--- src/rtl/apb_ucpd_biu4.sv ---
// APB4 bus interface unit for the UCPD register block: latches each transfer, strobes the
// register file, waits for ip_ack and completes with pready/pslverr. Access timeout: UCPD_BIU_TIMEOUT_EN.
module apb_ucpd_biu4 #(
    parameter int ADDR_W      = 8,
    parameter int DATA_W      = 32,
    parameter int NUM_REGS    = 48,
    parameter int TIMEOUT_CYC = 16
) (
    input  logic                                  pclk,
    input  logic                                  presetn,
    input  logic                                  psel,
    input  logic                                  penable,
    input  logic                                  pwrite,
    input  logic [ADDR_W-1:0]                     paddr,
    input  logic [DATA_W-1:0]                     pwdata,
    input  logic [DATA_W/8-1:0]                   pstrb,
    output logic [DATA_W-1:0]                     prdata,
    output logic                                  pready,
    output logic                                  pslverr,
    output logic                                  wr_en,
    output logic                                  rd_en,
    output logic [DATA_W/8-1:0]                   byte_en,
    output logic [ADDR_W-$clog2(DATA_W/8)-1:0]    reg_addr,
    output logic [DATA_W-1:0]                     ipwdata,
    input  logic [DATA_W-1:0]                     iprdata,
    input  logic                                  ip_ack,
    input  logic                                  ip_err
);

    localparam int LANES = DATA_W / 8;
    localparam int LW    = $clog2(LANES);
    localparam int RW    = ADDR_W - LW;
    localparam logic [31:0] NUM_REGS_U = NUM_REGS;

    typedef enum logic [1:0] {IDLE, STRB, WAIT, DONE} state_t;

    state_t            state_reg, state_next;
    logic              write_reg, write_next;
    logic              range_err_reg, range_err_next;
    logic [DATA_W-1:0] prdata_reg, prdata_next;
    logic              pready_reg, pready_next;
    logic              pslverr_reg, pslverr_next;
    logic              wr_en_reg, wr_en_next;
    logic              rd_en_reg, rd_en_next;
    logic [LANES-1:0]  byte_en_reg, byte_en_next;
    logic [RW-1:0]     reg_addr_reg, reg_addr_next;
    logic [DATA_W-1:0] ipwdata_reg, ipwdata_next;

    logic [RW-1:0]     setup_addr;
    logic              setup_range;
    logic [LANES-1:0]  setup_lanes;
    logic              timeout;
    logic              fin;
    logic              fin_err;

    assign setup_addr  = paddr[ADDR_W-1:LW];
    assign setup_range = (32'(setup_addr) >= NUM_REGS_U);

    // Reads always enable every lane; writes take the bus strobes.
    genvar gi;
    generate
        for (gi = 0; gi < LANES; gi++) begin : g_lane
            assign setup_lanes[gi] = pwrite ? pstrb[gi] : 1'b1;
        end
    endgenerate

`ifdef UCPD_BIU_TIMEOUT_EN
    logic [7:0] cnt_reg;

    // Counts cycles spent in STRB/WAIT; equals k in the (k+1)-th access cycle.
    always_ff @(posedge pclk or negedge presetn) begin
        if (!presetn) begin
            cnt_reg <= '0;
        end else if (state_reg == STRB || state_reg == WAIT) begin
            cnt_reg <= cnt_reg + 8'd1;
        end else begin
            cnt_reg <= '0;
        end
    end

    assign timeout = (cnt_reg == 8'(TIMEOUT_CYC - 1));
`else
    assign timeout = 1'b0;
`endif

    always_ff @(posedge pclk or negedge presetn) begin
        if (!presetn) begin
            state_reg     <= IDLE;
            write_reg     <= 1'b0;
            range_err_reg <= 1'b0;
            prdata_reg    <= '0;
            pready_reg    <= 1'b0;
            pslverr_reg   <= 1'b0;
            wr_en_reg     <= 1'b0;
            rd_en_reg     <= 1'b0;
            byte_en_reg   <= '0;
            reg_addr_reg  <= '0;
            ipwdata_reg   <= '0;
        end else begin
            state_reg     <= state_next;
            write_reg     <= write_next;
            range_err_reg <= range_err_next;
            prdata_reg    <= prdata_next;
            pready_reg    <= pready_next;
            pslverr_reg   <= pslverr_next;
            wr_en_reg     <= wr_en_next;
            rd_en_reg     <= rd_en_next;
            byte_en_reg   <= byte_en_next;
            reg_addr_reg  <= reg_addr_next;
            ipwdata_reg   <= ipwdata_next;
        end
    end

    always_comb begin
        state_next     = state_reg;
        write_next     = write_reg;
        range_err_next = range_err_reg;
        prdata_next    = prdata_reg;
        pready_next    = 1'b0;
        pslverr_next   = 1'b0;
        wr_en_next     = 1'b0;
        rd_en_next     = 1'b0;
        byte_en_next   = byte_en_reg;
        reg_addr_next  = reg_addr_reg;
        ipwdata_next   = ipwdata_reg;
        fin            = 1'b0;
        fin_err        = 1'b0;

        case (state_reg)
            IDLE: begin
                // Strobes are decided here so they are registered into the STRB cycle.
                if (psel && !penable) begin
                    state_next     = STRB;
                    write_next     = pwrite;
                    range_err_next = setup_range;
                    reg_addr_next  = setup_addr;
                    ipwdata_next   = pwdata;
                    byte_en_next   = setup_lanes;
                    wr_en_next     = pwrite && !setup_range && (pstrb != '0);
                    rd_en_next     = !pwrite && !setup_range;
                end
            end
            STRB: begin
                if (!psel) begin
                    state_next = IDLE;
                end else if (range_err_reg) begin
                    fin     = 1'b1;
                    fin_err = 1'b1;
                end else if (write_reg && (byte_en_reg == '0)) begin
                    fin = 1'b1;
                end else if (ip_ack) begin
                    fin     = 1'b1;
                    fin_err = ip_err;
                end else if (timeout) begin
                    fin     = 1'b1;
                    fin_err = 1'b1;
                end else begin
                    state_next = WAIT;
                end
            end
            WAIT: begin
                if (!psel) begin
                    state_next = IDLE;
                end else if (ip_ack) begin
                    fin     = 1'b1;
                    fin_err = ip_err;
                end else if (timeout) begin
                    fin     = 1'b1;
                    fin_err = 1'b1;
                end
            end
            DONE: begin
                state_next = IDLE;
            end
            default: begin
                state_next = IDLE;
            end
        endcase

        if (fin) begin
            state_next   = DONE;
            pready_next  = 1'b1;
            pslverr_next = fin_err;
            if (!write_reg) begin
                prdata_next = fin_err ? '0 : iprdata;
            end
        end
    end

    assign prdata   = prdata_reg;
    assign pready   = pready_reg;
    assign pslverr  = pslverr_reg;
    assign wr_en    = wr_en_reg;
    assign rd_en    = rd_en_reg;
    assign byte_en  = byte_en_reg;
    assign reg_addr = reg_addr_reg;
    assign ipwdata  = ipwdata_reg;

endmodule

--- config.mk ---
export PLATFORM = sky130hd
export DESIGN_NAME = apb_ucpd_biu4
export DESIGN_NICKNAME = d
export VERILOG_FILES = /design/src/rtl/apb_ucpd_biu4.sv
export SDC_FILE = /design/constraint.sdc
export NUM_CORES = 1
export LEC_CHECK = 0
export CORE_MARGIN = 4
export CORE_UTILIZATION = 41
export DETAILED_ROUTE_END_ITERATION = 16
export PLACE_DENSITY = 0.87
export SETUP_SLACK_MARGIN = 0.2
export SYNTH_ARGS = -nofsm -noshare
export SYNTH_HDL_FRONTEND = slang
export SYNTH_SLANG_ARGS = --single-unit
--- constraint.sdc ---
create_clock -name pclk -period 2.45 [get_ports pclk]
set_clock_uncertainty 0.15 [all_clocks]
set_input_delay 0.49 -clock pclk [delete_from_list [all_inputs] [get_ports pclk]]
set_output_delay 0.49 -clock pclk [all_outputs]
set_load 0.05 [all_outputs]
; ---- After elaboration in Yosys (flattened, before gate mapping)
; Cells that the tools add are included.
[classes]
order_cmp = 1
n_eq_ne = 8
n_mux = 31
n_bitwise = 1
n_reduce_logical = 14
[ops]
columns = op, n
row1 = 32-bit two-way mux, 1
row2 = 1-bit two-way mux, 20
row3 = 2-bit two-way mux, 7
row4 = "4-bit inequality test, second input constant", 3
row5 = 2-bit case mux with 4 select lines, 1
row6 = "6-bit greater-or-equal comparator, second input constant", 1
row7 = "3-bit inequality test, second input constant", 2
row8 = 1-bit logical AND, 5
row9 = 5-bit AND reduction, 1
row10 = "2-bit == test, second input constant", 2
row11 = 4-bit zero test, 1
row12 = 1-bit case mux with 2 select lines, 2
row13 = 2-bit AND reduction, 2
row14 = 4-bit nonzero test, 1
row15 = 1-bit zero test, 3
row16 = "2-bit by 1-bit == test with 1-bit output, second input constant", 1
row17 = 2-bit zero test, 1
row18 = 1-bit NOT, 1
[word_totals]
ff_bits = 82
in_bits = 83
word_cells = 66

; ---- Depth between registers and ports, before layout
; Gate-level depths: netlist of run 1.
[depth]
word_depth = 8
ltp_mapped = 9
depth_no_buf = 6

; ---- Worst setup path after synthesis of run 1
; No wires, ideal clock.
[synth_path]
kind = reg2reg
startpoint = register byte_en_reg[1], in the netlist byte_en[1]
endpoint = register prdata_reg[10], in the netlist prdata[10]
t_arrival_ns = 2.213
path_slack_ns = -0.034
path_stages_with_launch = 8
period_less_slack_ns = 2.484
cell_sequence = dfrtp_1 -> or3_4 -> o311a_1 -> buf_2 -> or3_1 -> buf_6 -> buf_6 -> a22o_1
[synth_between]
elab_chain_cells = 7
elab_cells_between_ends = 12
[synth_lines]
columns = element, line_no
row1 = "start, declared", 45  ; logic [LANES-1:0] byte_en_reg, byte_en_next;
row2 = "start signal, assigned", 108  ; byte_en_reg <= byte_en_next;
row3 = 4-bit zero test (*), 149  ; end else if (write_reg && (byte_en_reg == '0)) begin
row4 = 1-bit logical AND (*), 149
row5 = 1-bit two-way mux, 149
row6 = 1-bit two-way mux, 146  ; end else if (range_err_reg) begin
row7 = 1-bit two-way mux, 144  ; if (!psel) begin
row8 = 1-bit case mux with 2 select lines, 129  ; case (state_reg)
row9 = 32-bit two-way mux or 2-bit AND reduction (tied branches), --
row10 = "end signal, assigned", 103  ; prdata_reg <= prdata_next;
row11 = "end, declared", 40  ; logic [DATA_W-1:0] prdata_reg, prdata_next;
; Every way passes the cells marked *; elsewhere a longest branch is shown, timed or not.
; A chain may end at the register's enable or synchronous reset.

; ---- Final worst setup path of run 1
[layout_path]
startpoint = register byte_en_reg[1], in the netlist byte_en[1]
endpoint = register prdata_reg[30], in the netlist prdata[30]
; Same word-level chain as after synthesis.

==> impl_metrics.tcl, run 1 <==
set metrics [dict create \
    status "completed" \
    clk_path_buf_depth 2 \
    synth.distinct_cells 26 \
    use_met2 0.302 \
    max_stage_delay_ns 0.41 \
    tns_ns 0 \
    fin_crit_sh 0.900 \
    pin_count 161 \
    seq_area_frac_synth 0.593 \
    yosys_warnings 0 \
    grt_pass1_vias 2938 \
    reg2reg_slack_ns 0.24 \
    pre_cts_slack_ns 0.164 \
    finalSetupViolations 0 \
    postSynthCellCount 254 \
    synth_fp_nets 340 \
    slew_violations 0 \
    max_freq_mhz 453 \
    cts_tree "done" \
    nets 497 \
    fin_util 0.660 \
    seqCellArea_sq_um 2060 \
    clock-sinks 82 \
    grt_max_degree 50 \
    ys_seq_elements 82 \
    gp_congestion 0.724 \
    dieArea_sq_um 9980 \
    area_delta_synth_final_pct 56.7 \
    required_ns 2.57 \
    rows 33 \
    dr.pass1.iters 4 \
    clk_latency_ns 0.33 \
    initial_utilization 0.421 \
    fp.coreArea_sq_um 8220 \
    routed_wl_mm 9.11 \
    hpwl_mm 6.61 \
    fillerInstances 625 \
    root_buffer "clkbuf_8" \
    critical_path_class "flip-flop to flip-flop" \
    ir_worst_vdd_mv 0.894 \
    period_needed_ns 2.21 \
    layout-drive-gt1-share 0.173 \
    worst_setup_path_start_kind "flip-flop" \
    finalHoldViolCount 0 \
    synth.cell_area_sq_um 3460 \
    worstSetupEndpointType "flip-flop" \
    setup_ws_ns 0.244 \
    met1_usage 0.221 \
    grt_pass1_wl_mm 14.4 \
    arrival_ns 2.33 \
    drt-wirelength-per-cell_microns 17.5 \
    crit_path_top_delay_cell "dfrtp_2" \
    grt_setup_unrepaired "true" \
    power_density_nw_per_um2 1560 \
    multi_input_area_sq_um 1300 \
    cp_max_fo 32 \
    syn_avg_cell_area_sq_um 13.6 \
    die_w_microns 99.9 \
    grt_use_met3 0.0646 \
    max_slew_margin 0.634 \
    path_cells "or3_4 > o311a_1 > buf_4 > nor4b_1 > a22o_1" \
    busiest_layer "met2" \
    grt_overflow 0 \
    vias 2763 \
    antenna_left 0 \
    numPortBuffers 158 \
    drtIter0Drc 90 \
    die_y_microns 99.9 \
    min-delay-path-class "flip-flop to flip-flop" \
    h-tree-depth 3 \
    hold_ws_ns 0.356 \
    cts_buffers 9 \
    vias_per_cell 5.31 \
    drv_cap 0 \
    p_leak_nw 2.25 \
    cts.clk_slew.worst_paths_ns 0.07 \
    track_usage 0.182 \
    route.detailed.drc 0 \
    antenna_found_initial 0 \
    worst_pin_slew_ns 0.549 \
    antenna_cells 0 \
]
==> final timing paths <==
check / startpoint / end / depth (start not counted)
max in group asynchronous: presetn / rd_en / 3
max: byte_en[1] / prdata[30] / 5
min reg2reg: byte_en[1] / byte_en[1] / 2
max reg2reg: byte_en[1] / prdata[30] / 5
min: byte_en[1] / byte_en[1] / 2
min in group asynchronous: presetn / ipwdata[16] / 2
==> area by class of cell <==
cell class,count,area share
Clock buffer,13,0.0293
Clock inverter,2,0.0111
Inverter,5,0.00346
Multi-Input combinational cell,144,0.240
Sequential cell,82,0.379
Tap cell,105,0.0242
Timing Repair Buffer,169,0.313
==> timing repair <==
item	4_1_cts	5_1_grt
setup endpoints to repair	0	28
hold buffers	1	0
setup buffers	0	0
resized for setup	0	7
hold endpoints to repair	33	0
==> metal layers <==
| layer | wire length (microns) | share of wire |
|---|---|---|
| met5 | 0 | 0 |
| met2 | 4540 | 0.50 |
| met4 | 153 | 0.017 |
| met1 | 3530 | 0.39 |
| met3 | 879 | 0.097 |
==> cell families after synthesis <==
family	count (synthesis)	synth area share
flip-flops	82	0.593
AND/OR/NAND/NOR	54	0.117
AO/OA/AOI/OAI	48	0.113
multiplexers	39	0.127
buffers and inverters	28	0.0394
adder cells (fa/ha/maj)	3	0.0108
==> Yosys cell counts, drive strengths merged <==
cell type | n | area, sq um
nor2b | 4 | 25.0
nor2 | 3 | 11.3
nand2b | 3 | 18.8
dfrtp | 82 | 2050
nand3b | 2 | 15.0
or4 | 1 | 7.51
o31ai | 1 | 7.51
mux2 | 39 | 439
a21boi | 1 | 7.51
o21ai | 6 | 30.0
o41ai | 1 | 8.76
a22o | 33 | 289
o311a | 1 | 10.0
a21o | 3 | 22.5
buf | 9 | 65.1
o311ai | 1 | 8.76
or3 | 3 | 23.8
clkbuf | 14 | 52.6
nor4b | 32 | 280
nand2 | 6 | 22.5
ha | 3 | 37.5
o211ai | 1 | 7.51
inv | 5 | 18.8
==> placed cells by master, fill, tap and decap left out, types with 3 or more instances in the layout <==
master,synthesis,final
a22o_1,33,33
buf_4,0,7
a21o_1,3,3
nor4b_1,32,28
nor2_1,3,3
o21ai_0,6,6
mux2_2,39,39
nor2b_1,4,4
nand2_1,6,6
ha_1,3,3
nor4b_2,0,4
clkbuf_8,0,11
nand2b_1,3,3
dfrtp_1,82,79
inv_1,5,5
clkdlybuf4s50_1,0,157
dfrtp_2,0,3
==> report_power, final <==
group | internal (mW) | switching, mW | total, mW | leakage (nW)
combinational | 1.84 | 3.21 | 5.05 | 1.14
clock | 0.626 | 0.451 | 1.08 | 0.110
sequential | 1.99 | 0.339 | 2.33 | 1.01
==> worst max-delay path: cells and delay by family, from the launching register on <==
family                 cells  cell delay, ns
AND/OR/NAND/NOR            2            0.79
AO/OA/AOI/OAI              2            0.53
flip-flops                 1            0.41
buffers and inverters      1            0.26
==> stage by stage <==
stage | std cells | power (mW) | instance area [sq um]
after floorplan | 254 | 5.68 | 3460
after global placement | 504 | 7.27 | 5160
after detailed placement | 504 | 7.39 | 5160
after CTS | 520 | 8.50 | 5390
after global routing | 520 | 8.88 | 5420
final | 520 | 8.46 | 5420
No activity file was read; power rests on OpenSTA's default activity.
==> inputs of run 2 (changes only) <==
==> constraint.sdc (replaced) <==
create_clock -name pclk -period 2.45 [get_ports pclk]
set_clock_uncertainty 0.15 [all_clocks]
set_input_delay 0.735 -clock pclk [delete_from_list [all_inputs] [get_ports pclk]]
set_output_delay 0.735 -clock pclk [all_outputs]
set_load 0.05 [all_outputs]
==> run 2 against run 1 <==
Sequential cell count did not move. Count of clock-buffer cells in the layout shrank 4. First-iteration DRC count rose by 1.1%. Non-clock buffer count grew 4. Power down 4.1%. Maximum frequency rose by 0.51%. Final area shrank 1.5%. Critical path depth did not move. Worst hold slack lost 0.22 ns. Setup slack gained 0.011 ns. Critical path type unchanged. Largest cell class unchanged. Highest routed layer unchanged.
==> impl_metrics.tcl, run 2 (same netlist as run 1, synthesis figures left out) <==
set metrics [dict create \
    status "completed" \
    gp_congestion 0.719 \
    pin_count 161 \
    mostFrequentLayoutCells "79 x dfrtp_1, 79 x clkdlybuf4s50_1, 71 x dlygate4sd2_1, 39 x mux2_2, 33 x a22o_1" \
    routed_wl_mm 9.32 \
    track_usage 0.191 \
    clock-sinks 82 \
    drv_cap 0 \
    crit_family "simple AND/OR/NAND/NOR gates" \
    p_leak_nw 2.45 \
    layout-drive-gt1-share 0.194 \
    drtIter0Drc 91 \
    critical_path_class "flip-flop to flip-flop" \
    grt_pass1_vias 3070 \
    crit_top_cell "or3_4" \
    grt_overflow 0 \
    grt_pass1_wl_mm 15.4 \
    root_buffer "clkbuf_8" \
    vias_per_cell 5.34 \
    worst-path-stages 5 \
    power_density_nw_per_um2 1520 \
    worst-path-buf-inv 1 \
    grt_setup_unrepaired "false" \
    die_y_microns 99.9 \
    dieArea_sq_um 9980 \
    cts_tree "done" \
    clk_path_buf_depth 2 \
    route.detailed.drc 0 \
    period_needed_ns 2.20 \
    min-delay-path-class "input port to asynchronous set/reset pin" \
    antenna_found_initial 0 \
    numPortBuffers 158 \
    cts.clk_slew.worst_paths_ns 0.09 \
    antenna_cells 0 \
    multi_input_area_sq_um 1280 \
    hpwl_mm 6.90 \
    max_freq_mhz 456 \
    seqCellArea_sq_um 2060 \
    fin_crit_sh 0.896 \
    worstSetupEndpointType "flip-flop" \
    antenna_left 0 \
    cts_setup_buffers 0 \
    max_stage_delay_ns 0.42 \
    path_cells "or3_4 > o311a_1 > or3_4 > buf_6 > a22o_1" \
    drt-wirelength-per-cell_microns 17.8 \
    slew_violations 0 \
    r2r_cells 5 \
    required_ns 2.52 \
    pre_cts_slack_ns -0.0363 \
    ir_worst_vdd_mv 0.862 \
    clk_latency_ns 0.33 \
    worst_pin_slew_ns 0.516 \
    route.layer.met1.wl_mm 3.70 \
    fp.coreArea_sq_um 8220 \
    dr.pass1.iters 4 \
    cp_max_fo 15 \
    max_slew_margin 0.657 \
    grt_max_degree 42 \
    vias 2792 \
    nets 501 \
    fillerInstances 676 \
    die_w_microns 99.9 \
    tns_ns 0 \
    cts_buffers 9 \
    arrival_ns 2.27 \
    wl_met2_mm 4.69 \
    setup_ws_ns 0.255 \
    h-tree-depth 3 \
    initial_utilization 0.421 \
    rows 33 \
    finalHoldViolCount 0 \
    crit_path_top_delay_cell "dfrtp_2" \
    hold_ws_ns 0.139 \
    top_layer_used "met4" \
    wl_met3_microns 776 \
    area_delta_synth_final_pct 54.4 \
    worst_setup_path_start_kind "flip-flop" \
    fin_util 0.650 \
    finalSetupViolations 0 \
]
run 2: layout make-up:
type | count | share of cell area
flip-flops and latches | 82 | 0.385
multi-input cells | 144 | 0.239
clock buffers | 9 | 0.0232
well taps | 105 | 0.0246
inverters | 5 | 0.00351
repair buffers | 173 | 0.305
clock inverters | 5 | 0.0197
run 2: where the power goes:
| group | leakage [nW] | total [mW] | switching (mW) | internal [mW] |
|---|---|---|---|---|
| Sequential | 1.01 | 2.30 | 0.312 | 1.99 |
| Combinational | 1.33 | 4.68 | 3.21 | 1.47 |
| Clock | 0.107 | 1.13 | 0.468 | 0.666 |
run 2: per-layer routing:
| metal | GRT usage | vias to the layer above |
|---|---|---|
| met4 | 0.0662 | 0 |
| met2 | 0.329 | 123 |
| li1 | - | 1268 |
| met1 | 0.228 | 1386 |
| met3 | 0.0549 | 15 |
| met5 | 0 | - |
run 2: path summary, 6_finish.rpt:
kind                       slack [ns]        start          end
max in group asynchronous        1.42      presetn   prdata[11]
min                              0.14      presetn  ipwdata[20]
min reg2reg                      0.35  reg_addr[0]  reg_addr[0]
max reg2reg                      0.25   byte_en[1]   prdata[24]
max                              0.25   byte_en[1]   prdata[24]
min in group pclk                0.35  reg_addr[0]  reg_addr[0]
run 2: what timing repair did:
action / CTS / global route
setup endpoints to repair: 71 / 31
endpoints found under the hold margin: 0 / 0
gates resized for setup: 71 / 3
hold buffers: 0 / 0
pin swaps: 0 / 0
run 2: through the flow:
stage	power, mW	std cells	area [sq um]
3_3_place_gp	7.29	509	5190
5_1_grt	8.55	523	5340
2_1_floorplan	5.68	254	3460
4_1_cts	8.17	523	5330
6_report	8.12	523	5340
3_5_place_dp	7.42	509	5190
==> inputs of run 3 (changes only) <==
- SKIP_LAST_GASP: not set -> 1
==> results of run 3 <==
Same layout as run 2: the final DEF is identical, and so are final timing and power.
